## src/rtl/elevator_call_dispatcher.sv

```systemverilog
// Request side of the 4-floor elevator: latches call buttons, picks the next floor with a
// SCAN policy, hands it to the controller with a valid/arrive handshake and runs the door timer.
module elevator_call_dispatcher #(
  parameter int DOOR_CYCLES    = 4,
  parameter int TIMEOUT_CYCLES = 64
) (
  input  logic       i_clk,
  input  logic       i_rst_n,
  input  logic [3:0] i_btn,
  input  logic [1:0] i_cur_floor,
  input  logic       i_arrive,
  output logic [1:0] o_req_floor,
  output logic       o_req_valid,
  output logic       o_door_open,
  output logic       o_dir_up,
  output logic [3:0] o_pending,
  output logic       o_fault
);

  localparam int DOOR_W = $clog2(DOOR_CYCLES + 1);
  localparam int TMO_W  = $clog2(TIMEOUT_CYCLES + 1);
  localparam logic [DOOR_W-1:0] DOOR_LAST = DOOR_W'(DOOR_CYCLES - 1);
  localparam logic [TMO_W-1:0]  TMO_LAST  = TMO_W'(TIMEOUT_CYCLES - 1);

  typedef enum logic [1:0] {
    S_IDLE,
    S_ISSUE,
    S_DOOR,
    S_FAULT
  } state_t;

  state_t            r_state;
  logic [1:0]        r_req_floor;
  logic              r_req_valid;
  logic              r_door_open;
  logic              r_dir_up;
  logic [3:0]        r_pending;
  logic              r_fault;
  logic [DOOR_W-1:0] r_door_cnt;
  logic [TMO_W-1:0]  r_tmo_cnt;

  state_t            w_state_nxt;
  logic [1:0]        w_req_floor_nxt;
  logic              w_req_valid_nxt;
  logic              w_door_open_nxt;
  logic              w_dir_up_nxt;
  logic [3:0]        w_pending_nxt;
  logic              w_fault_nxt;
  logic [DOOR_W-1:0] w_door_cnt_nxt;
  logic [TMO_W-1:0]  w_tmo_cnt_nxt;

  logic [3:0]        w_clear;
  logic [3:0]        w_cur_onehot;
  logic [3:0]        w_btn_eff;
  logic              w_accept;
  logic              w_has_above;
  logic              w_has_below;
  logic [1:0]        w_low_above;
  logic [1:0]        w_high_below;

  assign w_cur_onehot = 4'b0001 << i_cur_floor;
  assign w_btn_eff    = i_btn & ~(r_door_open ? w_cur_onehot : 4'b0000);
  assign w_accept     = i_arrive && (i_cur_floor == r_req_floor);

  // Nearest pending floor above and below the car; scan orders make the closest one win.
  always_comb begin
    w_has_above  = 1'b0;
    w_low_above  = 2'd0;
    w_has_below  = 1'b0;
    w_high_below = 2'd0;
    for (int i = 3; i >= 0; i--) begin
      if (r_pending[i] && (2'(i) > i_cur_floor)) begin
        w_has_above = 1'b1;
        w_low_above = 2'(i);
      end
    end
    for (int i = 0; i < 4; i++) begin
      if (r_pending[i] && (2'(i) < i_cur_floor)) begin
        w_has_below  = 1'b1;
        w_high_below = 2'(i);
      end
    end
  end

  always_comb begin
    w_state_nxt     = r_state;
    w_req_floor_nxt = r_req_floor;
    w_req_valid_nxt = r_req_valid;
    w_door_open_nxt = r_door_open;
    w_dir_up_nxt    = r_dir_up;
    w_fault_nxt     = r_fault;
    w_door_cnt_nxt  = r_door_cnt;
    w_tmo_cnt_nxt   = r_tmo_cnt;
    w_clear         = 4'b0000;

    case (r_state)
      S_IDLE: begin
        if (r_pending != 4'b0000) begin
          if (r_pending[i_cur_floor]) begin
            w_clear[i_cur_floor] = 1'b1;
            w_door_open_nxt      = 1'b1;
            w_state_nxt          = S_DOOR;
          end else begin
            // Keep sweeping while calls remain ahead, otherwise reverse.
            if (r_dir_up) begin
              if (w_has_above) begin
                w_req_floor_nxt = w_low_above;
              end else begin
                w_req_floor_nxt = w_high_below;
                w_dir_up_nxt    = 1'b0;
              end
            end else begin
              if (w_has_below) begin
                w_req_floor_nxt = w_high_below;
              end else begin
                w_req_floor_nxt = w_low_above;
                w_dir_up_nxt    = 1'b1;
              end
            end
            w_req_valid_nxt = 1'b1;
            w_state_nxt     = S_ISSUE;
          end
        end
      end
      S_ISSUE: begin
        if (w_accept) begin
          w_clear[r_req_floor] = 1'b1;
          w_req_valid_nxt      = 1'b0;
          w_door_open_nxt      = 1'b1;
          w_state_nxt          = S_DOOR;
        end else if (r_tmo_cnt == TMO_LAST) begin
          w_req_valid_nxt = 1'b0;
          w_fault_nxt     = 1'b1;
          w_state_nxt     = S_FAULT;
        end else begin
          w_tmo_cnt_nxt = r_tmo_cnt + TMO_W'(1);
        end
      end
      S_DOOR: begin
        if (r_door_cnt == DOOR_LAST) begin
          w_door_open_nxt = 1'b0;
          w_state_nxt     = S_IDLE;
        end else begin
          w_door_cnt_nxt = r_door_cnt + DOOR_W'(1);
        end
      end
      S_FAULT: begin
        w_req_valid_nxt = 1'b0;
        w_door_open_nxt = 1'b0;
        w_fault_nxt     = 1'b1;
      end
      default: begin
        w_state_nxt = S_IDLE;
      end
    endcase

    if (w_state_nxt != r_state) begin
      w_door_cnt_nxt = '0;
      w_tmo_cnt_nxt  = '0;
    end

    // A clear on this edge beats a simultaneous press of the same floor.
    w_pending_nxt = (r_pending | w_btn_eff) & ~w_clear;
  end

  always_ff @(posedge i_clk or negedge i_rst_n) begin
    if (!i_rst_n) begin
      r_state     <= S_IDLE;
      r_req_floor <= 2'd0;
      r_req_valid <= 1'b0;
      r_door_open <= 1'b0;
      r_dir_up    <= 1'b1;
      r_pending   <= 4'b0000;
      r_fault     <= 1'b0;
      r_door_cnt  <= '0;
      r_tmo_cnt   <= '0;
    end else begin
      r_state     <= w_state_nxt;
      r_req_floor <= w_req_floor_nxt;
      r_req_valid <= w_req_valid_nxt;
      r_door_open <= w_door_open_nxt;
      r_dir_up    <= w_dir_up_nxt;
      r_pending   <= w_pending_nxt;
      r_fault     <= w_fault_nxt;
      r_door_cnt  <= w_door_cnt_nxt;
      r_tmo_cnt   <= w_tmo_cnt_nxt;
    end
  end

  assign o_req_floor = r_req_floor;
  assign o_req_valid = r_req_valid;
  assign o_door_open = r_door_open;
  assign o_dir_up    = r_dir_up;
  assign o_pending   = r_pending;
  assign o_fault     = r_fault;

endmodule

```

## config.mk

```make
export PLATFORM = sky130hd
export DESIGN_NAME = elevator_call_dispatcher
export DESIGN_NICKNAME = d
export VERILOG_FILES = /design/src/rtl/elevator_call_dispatcher.sv
export SDC_FILE = /design/constraint.sdc
export NUM_CORES = 1
export LEC_CHECK = 0
export CAP_MARGIN = 20
export CELL_PAD_IN_SITES_DETAIL_PLACEMENT = 0
export CELL_PAD_IN_SITES_GLOBAL_PLACEMENT = 1
export CORE_MARGIN = 1
export CORE_UTILIZATION = 37
export CTS_BUF_LIST = sky130_fd_sc_hd__clkbuf_4 sky130_fd_sc_hd__clkbuf_8
export DETAILED_ROUTE_END_ITERATION = 7
export PLACE_DENSITY_LB_ADDON = 0.25
export SYNTH_ARGS = -nofsm -noshare
export SYNTH_HDL_FRONTEND = slang
export SYNTH_SLANG_ARGS = --single-unit
```

## constraint.sdc

```tcl
create_clock -name i_clk -period 2.6 [get_ports i_clk]
set_clock_uncertainty 0.15 [all_clocks]
set_input_delay 0.26 -clock i_clk [delete_from_list [all_inputs] [get_ports i_clk]]
set_output_delay 0.26 -clock i_clk [all_outputs]
set_load 0.1 [all_outputs]
```

==> results by group, run 1 <==
STA
  • Final slew viol count: 0
  • Setup WS post-layout: between 0.4 and 0.5 ns
  • F_max: roughly 470 MHz
  • Minimum clock period: 2.14 ns
  • Fin. Hold Viols: 0
  • RSZ-0062 raised after global routing: false
  • Hold WS: 0.248 ns
  • Worst slew margin: 0.554
  • Final Setup Violations: 0
  • Setup TNS Final: 0 ns
  • Final Cycle Share: 0.823
  • Worst slew pin tran: 0.666 ns

Routing
  • Pre-antenna DRT Iters: 4
  • Antenna Nets Post-Route: 0
  • Drt wl/cell: approximately 15 µm
  • DRT Wirelength: roughly 3300 µm
  • 1st-iter DRT viols: 63
  • Vias: 1,203
  • Vias per Instance: 5.60
  • Residual DRC: 0

Pwr
  • Combinational Power Share: 0.547
  • Int Pwr: around 900 µW
  • Lkg Pwr: 0.000654 µW
  • NetSw: 1080 µW
  • Seq pwr share: 0.330
  • PwrDens: 1220 mW/mm²
  • Switching share of power: 0.545
  • Power share of the clock group: 0.123
  • Max IR drop VDD: 0.000688 V

Synthesis
  • Yosys warning count: 0
  • Dominant cell type by area after synthesis: dfrtp_1
  • Sequential share of the synthesized area: 0.398
  • Largest family of logic cells by synthesized area: compound AO/OA/AOI/OAI gates
  • Top cell type's share of synthesized area: 0.379
  • Largest cells by area after synthesis: dfrtp_1 (38%), a21oi_1 (5.4%), nor2_1 (3.3%)
  • Synth Area in XOR/XNOR: 0.0190
  • Main synth FF type: dfrtp_1
  • Number of synthesized register bits: 22
  • Yosys cell types: 42
  • Mux share of post-synthesis cell area: 0.0379
  • Post-synth EDFFs: 0
  • Mapped Area: 0.00139 mm²
  • Synthesized area per cell: approximately 9.2 µm²
  • Post-synthesis instance total: 150
  • Syn Nets: 162
  • Synth Area in Compound Gates: 0.240
  • Post-Synth Adder-Cell Area: 0.0271
  • Simple-gate share of the synthesized area: 0.219
  • FFs w/ async S/R, synth: 1.00

Layout
  • Layout Cells excl Fill: 215
  • Area grow syn2layout: 18.1%
  • Most frequent cells in the layout: dfrtp_1 (21), buf_4 (16), a21oi_1 (15), nor2_1 (12), nand2_1 (10)
  • Nets: 182
  • Share of layout cells above drive strength 1: 0.154
  • Post-route design area: 0.00164 mm²
  • Commonest non-fill, non-tap cell in the layout: dfrtp_1
  • ANT cells: 0

Worst setup path
  • Critical path endpoint category: register
  • Worst setup SP type: input port
  • Crit path max fanout: 9
  • Critical Path RT: between 2 and 3 ns
  • CP Class: in2reg
  • Worst Path Arrival: roughly 2.2 ns

Floorplan
  • Die Y: roughly 63 µm
  • Starting Density: 0.399
  • Ports: 19
  • Die W: 63.2 µm
  • Cell row count: 21
  • Core Box Area: ~0.0035 mm²
  • Die footprint: 0.00399 mm²

Outcome
  • Status: complete, no violations

Placed design
  • IO buf count: 18
  • DPL Wire Length: 2430 µm
  • GP Congestion: 0.847
  • Pre-CTS setup slack: 0.176 ns
  • DP Area: 0.00158 mm²
  • Dpl cells: around 210

Worst hold path
  • Worst hold path type: in2async

GRT
  • Largest net degree at the start of global routing: 16
  • Initial antenna violation count: 0
  • First-pass GRT wire length: between 5000 and 6000 µm
  • Total grt overflow: 0
  • All-Layer GR Usage: 0.171
  • Vias in the first global route: around 1,100

Clock tree
  • Hold Buf Count CTS: 0
  • Clock latency on the worst-skew pair: 0.26 ns
  • CTS tree: done
  • H-Tree Depth: 1
  • Post-CTS sizing: 0
  • CTS max path bufs: 2
  • Root Driver: clkbuf_8
  • TritonCTS Buffers: 3
  • Post-CTS Setup Repair Bufs: 0
  • Reg clk slew, reported paths: 0.08 ns
  • CTS Sinks: 22

Flow run
  • Max_cap viols: 0
critical path: stages:
cell	delay, ns
clkdlybuf4s50_1	0.70
mux4_2	0.64
nor4_4	0.32
a21oi_1	0.11
a31oi_1	0.15
per-stage QoR:
| step | utilization | total power [µW] |
|---|---|---|
| 6_report | 0.472 | 1990 |
| 5_1_grt | 0.472 | 2120 |
| 4_1_cts | 0.472 | 2000 |
| 3_5_place_dp | 0.456 | 1750 |
| 3_3_place_gp | 0.456 | 1730 |
| 2_1_floorplan | - | 1520 |
layout make-up:
type | count | area [µm²]
Sequential cell | 22 | 552
Fill cell | 345 | 1830
Tap cell | 46 | 57.6
Timing Repair Buffer | 24 | 200
Multi-Input combinational cell | 114 | 752
Clock buffer | 4 | 55.1
Inverter | 5 | 18.8
Yosys cell counts (2+ instances only):
master,n
nor2_1,12
or3_1,3
nor3b_1,2
o31ai_1,6
a31oi_1,3
or4_1,5
inv_1,5
nand2_1,10
a221oi_1,3
a21oi_1,15
nor2b_1,2
o21ai_0,6
xnor2_1,3
and3_1,2
mux2i_1,3
a311oi_1,2
clkbuf_1,3
buf_6,3
ha_1,3
o21ai_1,3
nand3b_1,2
nor3_1,3
nand2b_1,3
a21o_1,3
buf_2,2
nand3_1,6
o21a_1,2
dfrtp_1,21
metal layers:
metal,track usage,part of all wire,up-vias
li1,-,-,605
met1,0.241,0.49,571
met2,0.265,0.46,23
met3,0.0435,0.042,4
met4,0.0341,0.0061,0
met5,0,0,-
power groups by stage:
stage               Clock (µW)  Combinational (µW)  Sequential (µW)
floorplan                    0                 517             1010
global placement             0                1080              653
CTS                        256                1090              654
global route               276                1160              682
detailed placement           0                1090              661
finish                     245                1090              655
state kept, by name (all words and copies together), names as in the netlist:
signal	cells
o_dir_up	1
o_door_open	1
o_fault	1
o_pending	4
o_req_floor	2
o_req_valid	1
r_door_cnt	3
r_state	2
r_tmo_cnt	7
worst paths after layout:
check                      slack, ns                         to  cells past startpoint                startpoint
max reg2reg                     0.60  r_door_cnt[1]$_DFFE_PN0P_                      5  r_tmo_cnt[0]$_DFFE_PN0P_
max in group asynchronous       1.48     o_pending[1]$_DFF_PN0_                      2                   i_rst_n
max                             0.46       o_dir_up$_DFFE_PN1P_                      5            i_cur_floor[0]
min reg2reg                     0.32        o_fault$_DFFE_PN0P_                      1       o_fault$_DFFE_PN0P_
min in group i_clk              0.32        o_fault$_DFFE_PN0P_                      1       o_fault$_DFFE_PN0P_
min                             0.25   r_tmo_cnt[3]$_DFFE_PN0P_                      1                   i_rst_n
kinds of logic (layout without fill, tap and decap cells):
| kind of cell | after synthesis | count (layout) |
|---|---|---|
| AOI/OAI and AO/OA | 51 | 51 |
| xor gates and xnor gates | 3 | 3 |
| adders and majority gates | 3 | 3 |
| buffers and inverters | 14 | 33 |
| DFF | 22 | 22 |
| muxes | 4 | 4 |
| and+or+nand+nor | 53 | 53 |
(Power assumes the default switching activity.)
==> run 2: changes to the inputs <==
==> constraint.sdc (replaced) <==
create_clock -name i_clk -period 1.99 [get_ports i_clk]
set_clock_uncertainty 0.15 [all_clocks]
set_input_delay 0.199 -clock i_clk [delete_from_list [all_inputs] [get_ports i_clk]]
set_output_delay 0.199 -clock i_clk [all_outputs]
set_load 0.1 [all_outputs]
==> results by group, run 2 (synthesis gave the netlist of run 1 again) <==
Worst setup path
  • Critical Path RT: 2.00 ns
  • Cell repeated most along the worst path: and3_4
  • Worst Path Arrival: around 2.0 ns
  • Critical path endpoint category: register
  • CP max stage cell: dfrtp_4
  • CP Class: reg2reg
  • Buffers & Inverters on Critical Path: 0
  • Crit path max fanout: 10
  • Worst path depth: 4
  • Worst setup SP type: register
  • Top delay family on crit path: simple AND/OR/NAND/NOR gates
  • R2R cell count: 4
  • CP max stage delay: 0.55 ns
  • Ordered cell list for the critical path: or4_4 > and3_4 > and3_4 > a311oi_2

STA
  • Final Cycle Share: 0.977
  • Final slew viol count: 0
  • Worst slew margin: 0.592
  • Fin. Hold Viols: 0
  • Minimum clock period: between 1.5 and 2 ns
  • RSZ-0062 raised after global routing: false
  • Worst slew pin tran: 0.610 ns
  • Final Setup Violations: 0
  • Hold WS: 0.155 ns
  • F_max: 514 MHz

Clock tree
  • TritonCTS Buffers: 3
  • Root Driver: clkbuf_8
  • Clock latency on the worst-skew pair: around 0.27 ns
  • CTS tree: done
  • CTS Sinks: 22
  • Reg clk slew, reported paths: 0.09 ns
  • CTS max path bufs: 2
  • Hold Buf Count CTS: 0
  • H-Tree Depth: 1

Floorplan
  • Cell row count: 21
  • Die footprint: 0.00399 mm²
  • Ports: 19
  • Die Y: 63.2 µm
  • Core Box Area: 0.00347 mm²
  • Die W: approximately 63 µm
  • Starting Density: 0.399

GRT
  • First-pass GRT wire length: around 5600 µm
  • All-Layer GR Usage: 0.178
  • Largest net degree at the start of global routing: 14
  • Total grt overflow: 0
  • Vias in the first global route: between 1,000 and 1,500
  • Initial antenna violation count: 0

Layout
  • Most frequent cells in the layout: buf_4 (26), a21oi_1 (15), dfrtp_1 (15), nor2_1 (12), nand2_1 (10)
  • ANT cells: 0
  • Area grow syn2layout: 31.5%
  • Layout Cells excl Fill: 227
  • Register area: around 570 µm²
  • Share of layout cells above drive strength 1: 0.282
  • Commonest non-fill, non-tap cell in the layout: buf_4
  • Area taken by multi-input logic gates: 793 µm²
  • Nets: 194
  • # fillers: between 300 and 400
  • Largest register FFs: 7
  • Fin util: 0.525
  • Post-route design area: 0.00182 mm²
  • Top reg by flops: r_tmo_cnt

Placed design
  • DPL Wire Length: 2530 µm
  • DP Area: 0.00171 mm²
  • Dpl cells: 222
  • IO buf count: 18
  • GP Congestion: 0.854

Routing
  • Vias: 1,281
  • Pre-antenna DRT Iters: 4
  • Vias per Instance: 5.64
  • 1st-iter DRT viols: 88
  • Antenna Nets Post-Route: 0
  • Drt wl/cell: approximately 15 µm
  • DRT Wirelength: 3450 µm
  • Residual DRC: 0

Pwr
  • Lkg Pwr: between 0.0007 and 0.0008 µW
  • Max IR drop VDD: 0.000912 V
  • PwrDens: approximately 1600 mW/mm²

Flow run
  • Max_cap viols: 0

Outcome
  • Status: complete, no violations

Worst hold path
  • Worst hold path type: in2async
-- run 2: where the power goes --
part	total, µW	internal (µW)	switching, µW	leakage (µW)
clock network	431	269	162	0.0000357
registers	833	617	216	0.000262
logic	1730	608	1130	0.000440
total	3000	1490	1500	0.000738
-- run 2: routing by layer --
layer | up-vias | GRT usage | share of wire
met5 | - | 0 | 0
met4 | 0 | 0.0483 | 0.0084
met3 | 4 | 0.0254 | 0.037
met2 | 23 | 0.276 | 0.47
met1 | 629 | 0.257 | 0.49
li1 | 625 | - | -
-- run 2: per-stage QoR --
step	setup slack (ns)	setup TNS [ns]	total power (µW)
after floorplan	-0.0828	-0.179	2020
after global placement	-0.171	-1.37	2500
after detailed placement	-0.272	-1.72	2520
after CTS	0.00871	0	2950
after global routing	0.0151	0	3150
final	0.0449	0	3000
-- run 2: worst paths after layout --
check	start	end	slack (ns)
worst max-delay path	o_pending[1]$_DFF_PN0_	o_pending[3]$_DFF_PN0_	0.04
worst min-delay path	i_rst_n	r_tmo_cnt[5]$_DFFE_PN0P_	0.15
worst max register to register	o_pending[1]$_DFF_PN0_	o_pending[3]$_DFF_PN0_	0.04
worst min register to register	o_fault$_DFFE_PN0P_	o_fault$_DFFE_PN0P_	0.33
max in group asynchronous	i_rst_n	r_tmo_cnt[2]$_DFFE_PN0P_	0.95
min in group i_clk	o_fault$_DFFE_PN0P_	o_fault$_DFFE_PN0P_	0.33
-- run 2: timing repair --
action | CTS | global route
endpoints found under the setup margin | 1 | 9
buffers inserted | 0 | 1
gates resized for setup | 1 | 6
-- run 2: layout make-up --
type	instances	area share
Clock buffer	3	0.0227
Clock inverter	1	0.0165
Inverter	5	0.0103
Multi-Input combinational cell	114	0.435
Sequential cell	22	0.311
Tap cell	46	0.0316
Timing Repair Buffer	36	0.172
==> run 3: changes to the inputs <==
--- a/config.mk
+++ b/config.mk
@@ -11,6 +11,7 @@
 export CORE_MARGIN = 1
 export CORE_UTILIZATION = 37
 export CTS_BUF_LIST = sky130_fd_sc_hd__clkbuf_4 sky130_fd_sc_hd__clkbuf_8
+export CTS_CLUSTER_DIAMETER = 30
 export DETAILED_ROUTE_END_ITERATION = 7
 export PLACE_DENSITY_LB_ADDON = 0.25
 export SYNTH_ARGS = -nofsm -noshare
==> results of run 3 <==
Final layout, timing and power as in run 2 (identical DEF).
